==> config.mk <==
export PLATFORM = sky130hd
export DESIGN_NAME = dds_sine_gen
export DESIGN_NICKNAME = d
export VERILOG_FILES = /design/src/rtl/dds_sine_pkg.sv /design/src/rtl/dds_sine_gen_rom.sv /design/src/rtl/dds_sine_gen.sv
export SDC_FILE = /design/constraint.sdc
export NUM_CORES = 1
export LEC_CHECK = 0
export CAP_MARGIN = 25
export CORE_MARGIN = 2
export CORE_UTILIZATION = 30
export DETAILED_ROUTE_END_ITERATION = 6
export PLACE_DENSITY = 0.47
export SYNTH_ARGS = -nofsm -noshare
export SYNTH_HDL_FRONTEND = slang
export SYNTH_HIERARCHICAL = 1
export SYNTH_SLANG_ARGS = --single-unit
export TNS_END_PERCENT = 5
==> constraint.sdc <==
create_clock -name clk -period 4.4 [get_ports clk]
set_input_delay 0.66 -clock clk [delete_from_list [all_inputs] [get_ports clk]]
set_output_delay 0.66 -clock clk [all_outputs]
set_load 0.005 [all_outputs]
==> src/rtl/dds_sine_pkg.sv <==
// Shared constants and elaboration helpers for the DDS sine source.
// Quarter-wave ROM contents are computed here at elaboration time.
package dds_sine_pkg;

  localparam logic [1:0] QUAD_0 = 2'd0;
  localparam logic [1:0] QUAD_1 = 2'd1;
  localparam logic [1:0] QUAD_2 = 2'd2;
  localparam logic [1:0] QUAD_3 = 2'd3;

  localparam real PI = 3.14159265358979323846;

  // round(amp * sin(pi * k / 2^(addr_w-1))), Taylor series on [0, pi/2]
  function automatic int rom_entry(int k, int addr_w, int amp);
    real x;
    real term;
    real sum;
    x = PI * real'(k) / real'(1 << (addr_w - 1));
    term = x;
    sum = x;
    for (int i = 1; i < 12; i++) begin
      term = -term * x * x / real'((2 * i) * (2 * i + 1));
      sum = sum + term;
    end
    return $rtoi(real'(amp) * sum + 0.5);
  endfunction

  // Peak magnitude must fit in the signed half-range of the sample.
  function automatic bit amp_fits(int amp, int ow);
    return (amp >= 0) && (amp <= (1 << (ow - 1)) - 1);
  endfunction

endpackage

==> src/rtl/dds_sine_gen_rom.sv <==
// Registered quarter-wave sine ROM, one or two read ports.
// Entry k holds round(AMPLITUDE*sin(pi*k/2^(ROM_ADDR_WIDTH-1))).
module sine_quarter_rom
  import dds_sine_pkg::*;
#(
  parameter int ROM_ADDR_WIDTH = 8,
  parameter int OUTPUT_WIDTH   = 12,
  parameter int AMPLITUDE      = 1000,
  parameter int NUM_PORTS      = 1
) (
  input  logic                      clk,
  input  logic                      rst,
  input  logic                      rd_en,
  input  logic [ROM_ADDR_WIDTH-2:0] addr_a,
  input  logic [ROM_ADDR_WIDTH-2:0] addr_b,
  output logic [OUTPUT_WIDTH-1:0]   q_a,
  output logic [OUTPUT_WIDTH-1:0]   q_b
);

  localparam int DEPTH = (1 << (ROM_ADDR_WIDTH - 2)) + 1;

  logic [OUTPUT_WIDTH-1:0] rom [DEPTH];

  for (genvar k = 0; k < DEPTH; k++) begin : g_rom
    localparam int V = rom_entry(k, ROM_ADDR_WIDTH, AMPLITUDE);
    assign rom[k] = OUTPUT_WIDTH'(V);
  end

  // Port A read register, held while the pipeline stalls
  always_ff @(posedge clk or posedge rst) begin
    if (rst) begin
      q_a <= '0;
    end else if (rd_en) begin
      q_a <= rom[addr_a];
    end
  end

  if (NUM_PORTS == 2) begin : g_port_b
    // Port B read register, same timing as port A
    always_ff @(posedge clk or posedge rst) begin
      if (rst) begin
        q_b <= '0;
      end else if (rd_en) begin
        q_b <= rom[addr_b];
      end
    end
  end else begin : g_no_port_b
    logic unused_b;
    assign unused_b = ^addr_b;
    assign q_b = '0;
  end

endmodule

==> src/rtl/dds_sine_gen.sv <==
// DDS sine source: phase accumulator, folded quarter ROM, 3-stage pipe.
// Define COS_OUT_EN to add the quadrature cos_out port.
module dds_sine_gen
  import dds_sine_pkg::*;
#(
  parameter int OUTPUT_WIDTH   = 12,
  parameter int PHASE_WIDTH    = 32,
  parameter int ROM_ADDR_WIDTH = 8,
  parameter int AMPLITUDE      = 1000,
  parameter int MIDSCALE       = 2 ** (OUTPUT_WIDTH - 1)
) (
  input  logic                    clk,
  input  logic                    rst,
  input  logic                    en,
  input  logic                    cfg_load,
  input  logic [PHASE_WIDTH-1:0]  ftw_in,
  input  logic [PHASE_WIDTH-1:0]  pof_in,
  input  logic [1:0]              amp_shift,
  input  logic                    phase_clr,
  output logic [OUTPUT_WIDTH-1:0] data_out,
  output logic                    data_valid,
  input  logic                    data_ready
`ifdef COS_OUT_EN
  ,
  output logic [OUTPUT_WIDTH-1:0] cos_out
`endif
);

  localparam int RAW = ROM_ADDR_WIDTH;
  localparam int QW  = RAW - 2;
  localparam int IW  = RAW - 1;
  localparam logic [IW-1:0] QUARTER = IW'(1 << QW);
  localparam logic [OUTPUT_WIDTH-1:0] MID = OUTPUT_WIDTH'(MIDSCALE);

`ifdef COS_OUT_EN
  localparam int ROM_PORTS = 2;
`else
  localparam int ROM_PORTS = 1;
`endif

  if (!amp_fits(AMPLITUDE, OUTPUT_WIDTH)) begin : g_amp_check
    $error("AMPLITUDE does not fit OUTPUT_WIDTH");
  end

  logic [PHASE_WIDTH-1:0] acc;
  logic [PHASE_WIDTH-1:0] ftw_r;
  logic [PHASE_WIDTH-1:0] pof_r;
  logic [1:0]             amp_r;

  logic                   advance;
  logic                   take;
  logic [PHASE_WIDTH-1:0] phase;
  logic [RAW-1:0]         addr;

  logic                   s1_valid;
  logic [RAW-1:0]         s1_addr;
  logic [IW-1:0]          idx_ext;
  logic [IW-1:0]          rom_idx;

  logic                   s2_valid;
  logic                   s2_neg;
  logic [OUTPUT_WIDTH-1:0] rom_q;
  logic [OUTPUT_WIDTH-1:0] rom_cq;
  logic [OUTPUT_WIDTH-1:0] mag;
  logic [IW-1:0]          cos_idx;

  assign advance = !data_valid || data_ready;
  assign take    = en && advance;
  assign phase   = acc + pof_r;
  assign addr    = phase[PHASE_WIDTH-1 -: RAW];
  assign idx_ext = {1'b0, s1_addr[QW-1:0]};

  logic unused_phase;
  assign unused_phase = ^phase[PHASE_WIDTH-RAW-1:0];

  // Config capture, independent of pipeline stalls
  always_ff @(posedge clk or posedge rst) begin
    if (rst) begin
      ftw_r <= '0;
      pof_r <= '0;
      amp_r <= '0;
    end else if (cfg_load) begin
      ftw_r <= ftw_in;
      pof_r <= pof_in;
      amp_r <= amp_shift;
    end
  end

  // Phase accumulator; clear wins over the advance add
  always_ff @(posedge clk or posedge rst) begin
    if (rst) begin
      acc <= '0;
    end else if (phase_clr) begin
      acc <= '0;
    end else if (take) begin
      acc <= acc + ftw_r;
    end
  end

  // S1: capture full-wave address of the entering sample
  always_ff @(posedge clk or posedge rst) begin
    if (rst) begin
      s1_valid <= 1'b0;
      s1_addr  <= '0;
    end else if (advance) begin
      s1_valid <= en;
      if (en) begin
        s1_addr <= addr;
      end
    end
  end

  // Fold the quadrant onto the quarter-wave table index
  always_comb begin
    rom_idx = idx_ext;
    unique case (s1_addr[RAW-1 -: 2])
      QUAD_0, QUAD_2: rom_idx = idx_ext;
      QUAD_1, QUAD_3: rom_idx = QUARTER - idx_ext;
    endcase
  end

`ifdef COS_OUT_EN
  logic [1:0] cquad;
  logic       s2_cneg;
  assign cquad = s1_addr[RAW-1 -: 2] + 2'd1;

  // Cosine fold: same index, quadrant advanced by one
  always_comb begin
    cos_idx = idx_ext;
    unique case (cquad)
      QUAD_0, QUAD_2: cos_idx = idx_ext;
      QUAD_1, QUAD_3: cos_idx = QUARTER - idx_ext;
    endcase
  end
`else
  assign cos_idx = '0;
`endif

  sine_quarter_rom #(
    .ROM_ADDR_WIDTH (ROM_ADDR_WIDTH),
    .OUTPUT_WIDTH   (OUTPUT_WIDTH),
    .AMPLITUDE      (AMPLITUDE),
    .NUM_PORTS      (ROM_PORTS)
  ) u_rom (
    .clk    (clk),
    .rst    (rst),
    .rd_en  (advance),
    .addr_a (rom_idx),
    .addr_b (cos_idx),
    .q_a    (rom_q),
    .q_b    (rom_cq)
  );

  // S2: sign flags travel alongside the registered ROM read
  always_ff @(posedge clk or posedge rst) begin
    if (rst) begin
      s2_valid <= 1'b0;
      s2_neg   <= 1'b0;
    end else if (advance) begin
      s2_valid <= s1_valid;
      s2_neg   <= s1_addr[RAW-1];
    end
  end

  assign mag = rom_q >> amp_r;

  // S3: scale, apply sign around midscale, present to consumer
  always_ff @(posedge clk or posedge rst) begin
    if (rst) begin
      data_valid <= 1'b0;
      data_out   <= MID;
    end else if (advance) begin
      data_valid <= s2_valid;
      if (s2_valid) begin
        data_out <= s2_neg ? MID - mag : MID + mag;
      end
    end
  end

`ifdef COS_OUT_EN
  logic [OUTPUT_WIDTH-1:0] cmag;
  assign cmag = rom_cq >> amp_r;

  // Cosine sign flag, aligned with S2
  always_ff @(posedge clk or posedge rst) begin
    if (rst) begin
      s2_cneg <= 1'b0;
    end else if (advance) begin
      s2_cneg <= cquad[1];
    end
  end

  // Cosine output register, aligned with data_out
  always_ff @(posedge clk or posedge rst) begin
    if (rst) begin
      cos_out <= MID;
    end else if (advance && s2_valid) begin
      cos_out <= s2_cneg ? MID - cmag : MID + cmag;
    end
  end
`else
  logic unused_cq;
  assign unused_cq = ^rom_cq;
`endif

endmodule

* Yosys cells after proc, flatten, opt, wreduce, memory -nomap -nowiden *
Memory sizes are Yosys's and may differ from the RTL's. A register that Yosys moved wholly into a read port is not among the register bits.
Index checks and enable logic that the tools add are counted.

storage, ports and cells
  input bits = 72
  output and inout bits = 13
  logic and storage cells = 34
  register bits after elaboration = 122
  memories kept = 1
  ROM bits = 1536

memories
  memory           words  bits a word  read ports  clocked after memory_dff  wr ports  RTL line                source
  (no name shown)  128    12           1           1                         0         dds_sine_gen_rom.sv:34  q_a <= rom[addr_a];

cells by class
  reduce and logical (&&, ||, !) cells = 9
  bitwise logic cells = 1
  equality and inequality tests = 3
  multiplexer cells = 4
  $add $sub $neg = 5
  shift operators = 1

operator list
  cell                    count
  $add 32x32->32          2
  $mux 32                 2
  $pmux 7 s2              1
  $add 12x12->12 const A  1
  $mux 12                 1
  $shr 12x2->12           1
  $sub 12x12->12 const A  1
  $not 7->8               1
  $sub 7x6->7 const A     1
  $eq 2x2->1 const B      2
  $reduce_and 2->1        2
  $reduce_or 2->1         2
  $eq 2x1->1 const B      1
  $logic_not 2->1         1
  $reduce_bool 2->1       1
  $logic_and 1x1->1       1
  $logic_not 1->1         1
  $logic_or 1x1->1        1

* Depth between registers and ports, before layout *
Gate-level depths: netlist of run 1.

  word-level depth = 5
  depth in mapped cells = 12
  mapped depth without buffers = 12

* Hierarchy *
The synthesis of run 1 kept the hierarchy.

by module, submodules not included
  module            cells an instance  area each (um^2)  instances  seq. area each (um^2)
  dds_sine_gen      799                7704.9            1          3054.2
  sine_quarter_rom  174                1358.8            1          250.2

* Worst setup path after synthesis of run 1 *
Ideal clock, no wire load.

  kind = flip-flop to flip-flop
  start point = register acc[0]
  end point = register acc[30]
  slack = 1.486 ns
  path buffers = 0
  data arrival time = 2.815 ns
  stages on the path, launching flop included = 13
  clock period less this slack = 2.914 ns
  data required time = 4.301 ns
  setup time = 0.099 ns
  path through = dfrtp_1 ha_1 inv_1 fa_1 and2b_1 o21ai_2 a21boi_2 o21ai_1 a311o_1 a311oi_4 a31oi_1 or3_1 a311oi_1

between the ends
  word-level cells in the longest chain between the ends = 3

ends and longest elaborated chain
  what                    RTL line            source
  start, declared         dds_sine_gen.sv:45  logic [PHASE_WIDTH-1:0] acc;
  start signal, assigned  dds_sine_gen.sv:96  acc <= acc + ftw_r;
  $add 32x32->32          dds_sine_gen.sv:96
  $mux 32                 dds_sine_gen.sv:95  end else if (take) begin
  $mux 32                 dds_sine_gen.sv:93  end else if (phase_clr) begin

Every way passes these cells. The select of a mux whose other input is x is not followed.
A chain may end at the register's enable or synchronous reset.

* Worst setup path after layout of run 1 *
Ends and elaborated chain as after synthesis.

==> results.md, run 1 <==
* Yosys warning count at 6
* Slew Limit Fails at 0
* Tcrit/Tclk final at 73.49%
* Post-Syn Instances at 960
* Peak VDD IR at 277.1 uV
* Clk_lat worst skew at about 0.42 ns
* Worst-Margin Slew at ~0.92 ns
* Global placement routability congestion at 0.8349
* Max-cap check violation count at 0
* Antenna-violating nets left at 0
* Vias at ~7300
* RSZ-0062 raised after global routing: no
* Met1 Resource Use GR at between 20% and 30%
* Final setup fails at 0
* Port Buffers at 84
* Crit-path cells: ha_1, inv_1, fa_1, and2b_1, o21ai_2, a21boi_2, o21ai_1, a311o_1, a311oi_4, a31oi_1, or3_1, a311oi_1
* Grt met3 use at ~2.6%
* Die width at between 150 and 200 um
* Die ar. at around 31000 um^2
* Wire length per cell at ~16 um
* Core ar. at around 30000 um^2
* TritonCTS clock tree: yes
* Hold_buf cts at 0
* Avg Inst Size Synth at roughly 9.3 um^2
* Fmax achieved at a little over 0.3 GHz
* Worst Path Max Fanout at 5
* TritonCTS buffer count at 17
* Setup CP Type: flop to flop
* Initial DRC count at ~550
* Total GRT Usage at between 15 and 20%
* Slew headroom at between 30% and 40%
* Met2 Use GR at between 20% and 30%
* Synthesized cell area at roughly 9000 um^2
* CP Launch Type: flop
* Critical Path Sink Type: flop
* Setup Total Neg Slack at 0 ns
* # fillers at between 3000 and 4000
* Worst setup margin at between 1 and 1.5 ns
* # Post-CTS Setup Buffers at 0
* Post_cts resized at 0
* Critical Path RT at around 4.7 ns
* Row count at 63
* Clock root buffer: clkbuf_16
* Clock slew at reported path FFs at 0.06 ns
* Grt total ovfl at 0
* Worst slack, placed at around 1.2 ns
* Min Clock Period, post-route at approximately 3.2 ns
* Vias in the first global route at roughly 7400
* Critical Path AT at 3.56 ns
* Initial antenna violation count at 0
* First-pass GRT wire length at about 39000 um
* Max stage delay on crit path at a little over 0.4 ns
* Final nets at 1174
* Largest net degree at the start of global routing at between 60 and 70
* CTS HTree Levels at 4
* Inserted Diodes at 0
* Final WL at 23490 um
* Final setup skew at 0.01161 ns
* Initial core utilization at between 30% and 40%
* Pre-antenna DRT Iters at 5
* Pwr/cell area at ~630 nW/um^2
* Final Hold Vio Count at 0
* Die Height at 176.9 um
* Leak at roughly 4.8 nW
* Layout area overhead at 20.92%
* Dpl hpwl at 17210 um
* Vias per cell at around 5
* Status: finished, final reports clean
* Share of layout cells above drive strength 1 at around an eighth
* Hold WC Path Type: flop to flop
* GR peak layer: met2
* Clock buffer depth at 2
* CP max-delay cell: a311oi_4
* Drc violations at 0
* Clock sinks at approximately 130
* I/O pins at between 80 and 90
==> metal layers <==
metal	wire, um	vias to the layer above
met5	0	-
met4	303	0
met3	630	21
met2	11290	116
met1	11270	3510
li1	-	3668
==> area by class of cell <==
class	instances	area [um^2]	area share [%]
clock inverter	10	146.4	1.350
multi-input combinational	751	5358	49.39
timing repair buffer	98	953.4	8.790
clock buffer	22	474.2	4.372
inverter	32	122.6	1.130
tap	390	488.0	4.499
sequential	132	3304	30.46
==> path summary, 6_finish.rpt <==
kind | depth (start not counted) | endpoint | startpoint | slack (ns)
worst max-delay path | 12 | acc[30] | acc[0] | 1.17
worst min-delay path | 2 | data_out[11] | data_out[11] | 0.47
worst max register to register | 12 | acc[30] | acc[0] | 1.17
worst min register to register | 2 | data_out[11] | data_out[11] | 0.47
max in group asynchronous | 3 | pof_r[27] | rst | 2.75
min in group asynchronous | 2 | u_rom/q_a[0] | rst | 0.61
==> critical path, delay by kind of cell, from the launching register on <==
kind                     cells  cell delay, ns
adder cells (fa/ha/maj)      2            0.57
buffers and inverters        1            0.06
AND/OR/NAND/NOR              2            0.59
flip-flops                   1            0.37
AO/OA/AOI/OAI                7            1.54
==> placed cells by master, fill, tap and decap left out, types with 17 or more instances in the layout <==
cell type / count
mux2_2: 69
clkdlybuf4s50_1: 83
dfrtp_1: 131
a31oi_1: 17
a21o_1: 30
a21oi_1: 70
nand2_1: 110
xnor2_1: 21
inv_1: 29
clkbuf_16: 17
o21ai_0: 53
nand3_1: 25
ha_1: 69
nor2_1: 45
==> flip-flops by register name, indices dropped and copies added (netlist names) <==
name and flops:
data_out 12, s2_neg 1, u_rom/q_a 10, s1_valid 1, pof_r 32, acc 32
amp_r 2, s1_addr 8, s2_valid 1, ftw_r 32, data_valid 1
==> report_power, final <==
group / switching (mW) / internal, mW
sequential: 0.250 / 1.49
combinational: 2.04 / 1.57
clock: 0.580 / 0.942
==> metrics by stage <==
step | area [um^2] | cells | hold WS [ns] | utilization (%) | total power [mW]
2_1_floorplan | 8974 | 961 | 0.4444 | - | 4.432
3_3_place_gp | 10230 | 1403 | 0.4581 | 34.59 | 5.356
3_5_place_dp | 10230 | 1403 | 0.4620 | 34.59 | 5.342
4_1_cts | 10850 | 1435 | 0.4721 | 36.69 | 6.911
5_1_grt | 10850 | 1435 | 0.5100 | 36.69 | 7.434
6_report | 10850 | 1435 | 0.4750 | 36.69 | 6.869
(Power assumes the default switching activity.)
==> run 2: changes to the inputs <==
==> constraint.sdc (replaced) <==
create_clock -name clk -period 3.2 [get_ports clk]
set_input_delay 0.48 -clock clk [delete_from_list [all_inputs] [get_ports clk]]
set_output_delay 0.48 -clock clk [all_outputs]
set_load 0.005 [all_outputs]
==> run 2 against run 1 <==
Compared with the run above: sequential share of layout area decreased by 0.51 points; power grew 39%; setup slack got worse by 1.0 ns; non-clock buffer count up 23; utilization grew 0.62 points; wire length rose by 0.54%; combinational power increased by 43%; largest cell class unchanged; clock power grew 32%; clock skew is 0.0066 ns higher.
==> results.md, run 2 (synthesis results as in run 1) <==
* Status: finished, final reports clean
* Worst setup margin at 0.1602 ns (-1.006 ns)
* Drc violations at 0 (unchanged)
* Clock sinks at 132 (unchanged)
* Antenna-violating nets left at 0 (unchanged)
* Register area at 3304 um^2 (unchanged)
* Critical Path Sink Type: flop
* Max-cap check violation count at 0 (unchanged)
* Global placement routability congestion at 0.8518 (+2.0%)
* Final nets at 1197 (+2.0%)
* Crit-path cells: ha_4, inv_1, fa_2, and2b_1, o21ai_2, a21boi_2, o21ai_1, a311o_1, a311oi_4, buf_4, a31oi_1, or4_1, nand3_1
* Commonest non-fill, non-tap cell in the layout: dfrtp_1
* Clock buffer depth at 2 (unchanged)
* Pwr/cell area at 866.8 nW/um^2 (+37%)
* Final setup fails at 0 (unchanged)
* CP Buf/Inv Count at 2 (+1)
* Clock slew at reported path FFs at 0.06 ns (about the same)
* FF-to-FF path depth at 13 (+1)
* Critical Path AT at 3.40 ns (-0.16 ns)
* Die Height at 176.9 um (unchanged)
* Worst Path Max Fanout at 4 (-1)
* Multi-input gate area at 5373 um^2 (+0.28%)
* TritonCTS clock tree: yes
* Initial core utilization at 30.34% (unchanged)
* Layout area overhead at 22.97%
* # fillers at 2995 (-0.63%)
* Critical R2R Launch: ftw_r[0]
* I/O pins at 85 (unchanged)
* Vias at 7430 (+1.6%)
* Vias in the first global route at 7449 (+1.2%)
* Crit path max-delay family: compound AO/OA/AOI/OAI gates
* Final WL at 23620 um (+0.54%)
* Die ar. at 31300 um^2 (unchanged)
* CTS HTree Levels at 4 (unchanged)
* Initial DRC count at 434 (-20%)
* Share of layout cells above drive strength 1 at 14.79% (+2.2 points)
* Core ar. at 29560 um^2 (unchanged)
* Hold WC Path Type: primary input to async pin
* Inserted Diodes at 0 (unchanged)
* Largest net degree at the start of global routing at 59 (-14%)
* Fin Hold WS at 0.4314 ns (-0.04358 ns)
* Worst slack, placed at 0.1583 ns (-1.033 ns)
* Slew headroom at 46.67% (+8.1 points)
* Grt total ovfl at 0 (unchanged)
* R2R setup slack at 0.16 ns (-1.01 ns)
* Fmax achieved at 0.3290 GHz (+6.4%)
* Die width at 176.9 um (unchanged)
* Hold_buf cts at 0 (unchanged)
* Port Buffers at 84 (unchanged)
* Tcrit/Tclk final at 94.99% (+22 points)
* Vias per cell at 5.096 (about the same)
* Peak VDD IR at 441.2 uV (+59%)
* Row count at 63 (unchanged)
* Initial antenna violation count at 0 (unchanged)
* Clk_lat worst skew at 0.43 ns (about the same)
* Pre-antenna DRT Iters at 5 (unchanged)
* RSZ-0062 raised after global routing: no
* Worst-Margin Slew at 0.7888 ns (-0.1285 ns)
* Final setup skew at 0.01824 ns (+0.006636 ns)
* Final Hold Vio Count at 0 (unchanged)
* TritonCTS buffer count at 17 (unchanged)
* Setup Total Neg Slack at 0 ns (unchanged)
* Dpl hpwl at 18170 um (+5.6%)
* Wire length per cell at 16.20 um (-1.0%)
* Critical Path RT at 3.56 ns (-1.17 ns)
* Largest regs: acc x32, ftw_r x32, pof_r x32
* Max stage delay on crit path at 0.41 ns (about the same)
* Commonest cells after routing, fill and taps aside: dfrtp_1, nand2_1, clkdlybuf4s50_1
* First-pass GRT wire length at 38760 um (+0.21%)
* Min Clock Period, post-route at 3.040 ns (-0.1937 ns)
* Leak at 4.865 nW (+2.2%)
* Setup CP Type: flop to flop
* Clock root buffer: clkbuf_16
* CP max-delay cell: or4_1
* Total GRT Usage at 15.68% (+0.13 points)
* CP Launch Type: flop
* Slew Limit Fails at 0 (unchanged)
* R2r endpoint: acc[24]
-- run 2: worst max-delay path by stage --
stage | startpoint | slack (ns) | cells past startpoint | end
2_1_floorplan | acc[0] | 0.29 | 12 | acc[30]
3_3_place_gp | acc[0] | 0.23 | 13 | acc[26]
3_5_place_dp | acc[0] | 0.16 | 12 | acc[30]
4_1_cts | acc[0] | 0.14 | 12 | acc[30]
5_1_grt | ftw_r[0] | 0.02 | 13 | acc[24]
6_report | ftw_r[0] | 0.16 | 13 | acc[24]
-- run 2: final cells by class --
class,instances,area share [%]
Inverter,32,1.123
Tap cell,390,4.424
Multi-Input combinational cell,751,48.71
Clock inverter,13,1.338
Timing Repair Buffer,121,10.44
Clock buffer,19,4.015
Sequential cell,132,29.96
-- run 2: where the power goes --
group	internal (mW)	switching (mW)	total (mW)
clock	1.18	0.820	2.00
sequential	2.05	0.340	2.39
combinational	2.32	2.86	5.18
-- run 2: stage by stage --
| stage | util [%] | instances | area (um^2) | total power, mW |
|---|---|---|---|---|
| 6_report | 37.32 | 1458 | 11030 | 9.561 |
| 2_1_floorplan | - | 961 | 8977 | 6.095 |
| 4_1_cts | 37.14 | 1453 | 10980 | 9.599 |
| 5_1_grt | 37.32 | 1458 | 11030 | 10.36 |
| 3_5_place_dp | 35.14 | 1421 | 10390 | 7.554 |
| 3_3_place_gp | 35.14 | 1421 | 10390 | 7.599 |
-- run 2: repair_timing --
item,CTS,global route
buffers inserted,0,5
gates resized for setup,0,3
setup endpoints to repair,0,3
hold endpoints to repair,0,0
-- run 2: metal layers --
metal | GRT usage (%) | vias up | wire length [um]
met5 | 0 | - | 0
met4 | 4.649 | 0 | 325
met3 | 2.255 | 24 | 671
met2 | 27.02 | 129 | 11520
met1 | 20.33 | 3556 | 11100
li1 | - | 3721 | -
==> run 3: changes to the inputs <==
==> constraint.sdc (replaced) <==
create_clock -name clk -period 3.78 [get_ports clk]
set_input_delay 0.567 -clock clk [delete_from_list [all_inputs] [get_ports clk]]
set_output_delay 0.567 -clock clk [all_outputs]
set_load 0.005 [all_outputs]
==> run 3 against run 2 <==
Compared with the run above: sequential power is 16% lower; wire length is 1.0% lower; flip-flop and latch count stayed put; via count fell by 1.1%; clock skew decreased by 0.0044 ns; die area did not move; non-clock buffer count fell by 20; largest cell class unchanged.
==> results.md, run 3 (synthesis results as in run 1) <==
* TritonCTS buffer count at 17 (unchanged)
* Clock buffer depth at 2 (unchanged)
* Pwr/cell area at 734.1 nW/um^2 (-15%)
* Hold WC Path Type: flop to flop
* Port Buffers at 84 (unchanged)
* Die ar. at 31300 um^2 (unchanged)
* Worst-Margin Slew at 0.9335 ns (+0.1447 ns)
* Fin cells at 1438 (-1.4%)
* Sequential share of power at 25.1% (about the same)
* Largest net degree at the start of global routing at 123 (+110%)
* Internal power at 4.608 mW (-17%)
* Placed Cells at 1406 (-1.1%)
* Peak VDD IR at 293.8 uV (-33%)
* Die Height at 176.9 um (unchanged)
* Die width at 176.9 um (unchanged)
* Combinational fraction of design power at 53.2% (-0.9 points)
* Inserted Diodes at 0 (unchanged)
* Drc violations at 0 (unchanged)
* Status: finished, final reports clean
* Row count at 63 (unchanged)
* Leak at 4.774 nW (-1.9%)
* I/O pins at 85 (unchanged)
* First-pass GRT wire length at 38450 um (-0.78%)
* Critical Path Sink Type: flop
* Initial antenna violation count at 0 (unchanged)
* Clock sinks at 132 (unchanged)
* Dpl hpwl at 17140 um (-5.6%)
* Final setup skew at 0.01388 ns (-0.004368 ns)
* Share of layout cells above drive strength 1 at 13.07% (-1.7 points)
* Tcrit/Tclk final at 86.19% (-8.8 points)
* Largest regs: acc x32, ftw_r x32, pof_r x32
* Commonest cells after routing, fill and taps aside: dfrtp_1, nand2_1, clkdlybuf4s50_1
* Wire length per cell at 16.25 um (+0.33%)
* Fmax achieved at 0.3069 GHz (-6.7%)
* Worst Path Max Fanout at 5 (+1)
* Setup Total Neg Slack at 0 ns (unchanged)
* Hold_buf cts at 0 (unchanged)
* CP Launch Type: flop
* Clock Power Share at 21.7% (+0.8 points)
* NetSw at 3.369 mW (-16%)
* Post_cts resized at 0 (unchanged)
* Sw Share at 42.23% (+0.19 points)
* TritonCTS clock tree: yes
* Critical Path AT at 3.59 ns (+0.19 ns)
* Clock root buffer: clkbuf_16
* CTS HTree Levels at 4 (unchanged)
* Clk_lat worst skew at 0.43 ns (about the same)
* Setup CP Type: flop to flop
* Layout area overhead at 21.15%
* Clock slew at reported path FFs at 0.07 ns (about the same)
* Commonest non-fill, non-tap cell in the layout: dfrtp_1
* Max-cap check violation count at 0 (unchanged)
* Initial DRC count at 442 (+1.8%)
* # Post-CTS Setup Buffers at 0 (unchanged)
* Fin Hold WS at 0.4697 ns (+0.03829 ns)
* Grt total ovfl at 0 (unchanged)
* Global placement routability congestion at 0.8231 (-3.4%)
* RSZ-0062 raised after global routing: no
* FF-to-FF path depth at 12 (-1)
* Min Clock Period, post-route at 3.258 ns (+0.2183 ns)
* Final nets at 1177 (-1.7%)
* Final setup fails at 0 (unchanged)
* Final WL at 23370 um (-1.0%)
* Critical Path RT at 4.11 ns (+0.55 ns)
* # fillers at 3037 (+1.4%)
* Pre-antenna DRT Iters at 6 (+1)
* Vias in the first global route at 7375 (-0.99%)
* Hold depth at 2
* Vias per cell at 5.108 (+0.24%)
* Initial core utilization at 30.34% (unchanged)
* Slew headroom at 37.46% (-9.2 points)
* Slew Limit Fails at 0 (unchanged)
* Antenna-violating nets left at 0 (unchanged)
* Final Hold Vio Count at 0 (unchanged)
* Vias at 7346 (-1.1%)
* Core ar. at 29560 um^2 (unchanged)
* Total GRT Usage at 15.49% (-0.19 points)
==> run 3: changes by cell type in the layout (fill, tap and decap cells not counted) <==
cell / previous run / this run
clkbuf_1: 1 / 0
ha_4: 1 / 0
inv_6: 4 / 3
fa_2: 1 / 0
fa_1: 0 / 1
inv_8: 0 / 3
ha_1: 68 / 69
buf_12: 3 / 2
clkinvlp_4: 5 / 4
buf_4: 34 / 15
==> run 3: critical path, stage by stage, from the launching register on <==
cell      delay (ns)
dfrtp_1         0.37
ha_1            0.19
inv_1           0.06
fa_1            0.37
and2b_1         0.24
o21ai_2         0.07
a21boi_2        0.22
o21ai_1         0.12
a311o_1         0.33
a311oi_4        0.40
a31oi_1         0.16
or3_1           0.37
a311oi_1        0.26
==> run 3: power by group through the flow <==
| stage | Clock, mW | Combinational [mW] | Sequential [mW] |
|---|---|---|---|
| finish | 1.73 | 4.24 | 2.00 |
| global placement | 0 | 4.26 | 2.03 |
| CTS | 1.78 | 4.28 | 2.01 |
| detailed placement | 0 | 4.26 | 2.04 |
| floorplan | 0 | 3.23 | 1.93 |
| global route | 1.84 | 4.73 | 2.05 |
==> run 3: final timing paths <==
kind / slack (ns) / end / start
worst max-delay path: 0.52 / acc[30] / acc[0]
worst min-delay path: 0.47 / data_out[11] / data_out[11]
worst max register to register: 0.52 / acc[30] / acc[0]
worst min register to register: 0.47 / data_out[11] / data_out[11]
max in group asynchronous: 2.55 / pof_r[10] / rst
min in group asynchronous: 0.52 / u_rom/q_a[2] / rst
==> run 3: metrics by stage <==
stage	util (%)	setup WS (ns)	instance area, um^2	total power, mW
3_3_place_gp	34.72	0.6090	10260	6.291
2_1_floorplan	-	0.8659	8977	5.160
3_5_place_dp	34.72	0.5037	10260	6.292
6_report	36.76	0.5219	10870	7.977
5_1_grt	36.76	0.1742	10870	8.625
4_1_cts	36.76	0.4826	10870	8.071
==> run 3: per-layer routing <==
metal | global-route usage [%] | wire, um
met1 | 20.15 | 11110
met2 | 26.77 | 11400
met3 | 2.771 | 624
met4 | 3.375 | 229
met5 | 0 | 0
==> run 3: layout make-up <==
class                      instances  area [um^2]  area share (%)
clock inverter                    14        165.2           1.520
inverter                          32        123.9           1.140
sequential                       132         3304           30.41
multi-input combinational        751         5358           49.30
tap                              390        488.0           4.490
timing repair buffer             101        988.4           9.096
clock buffer                      18        439.2           4.041
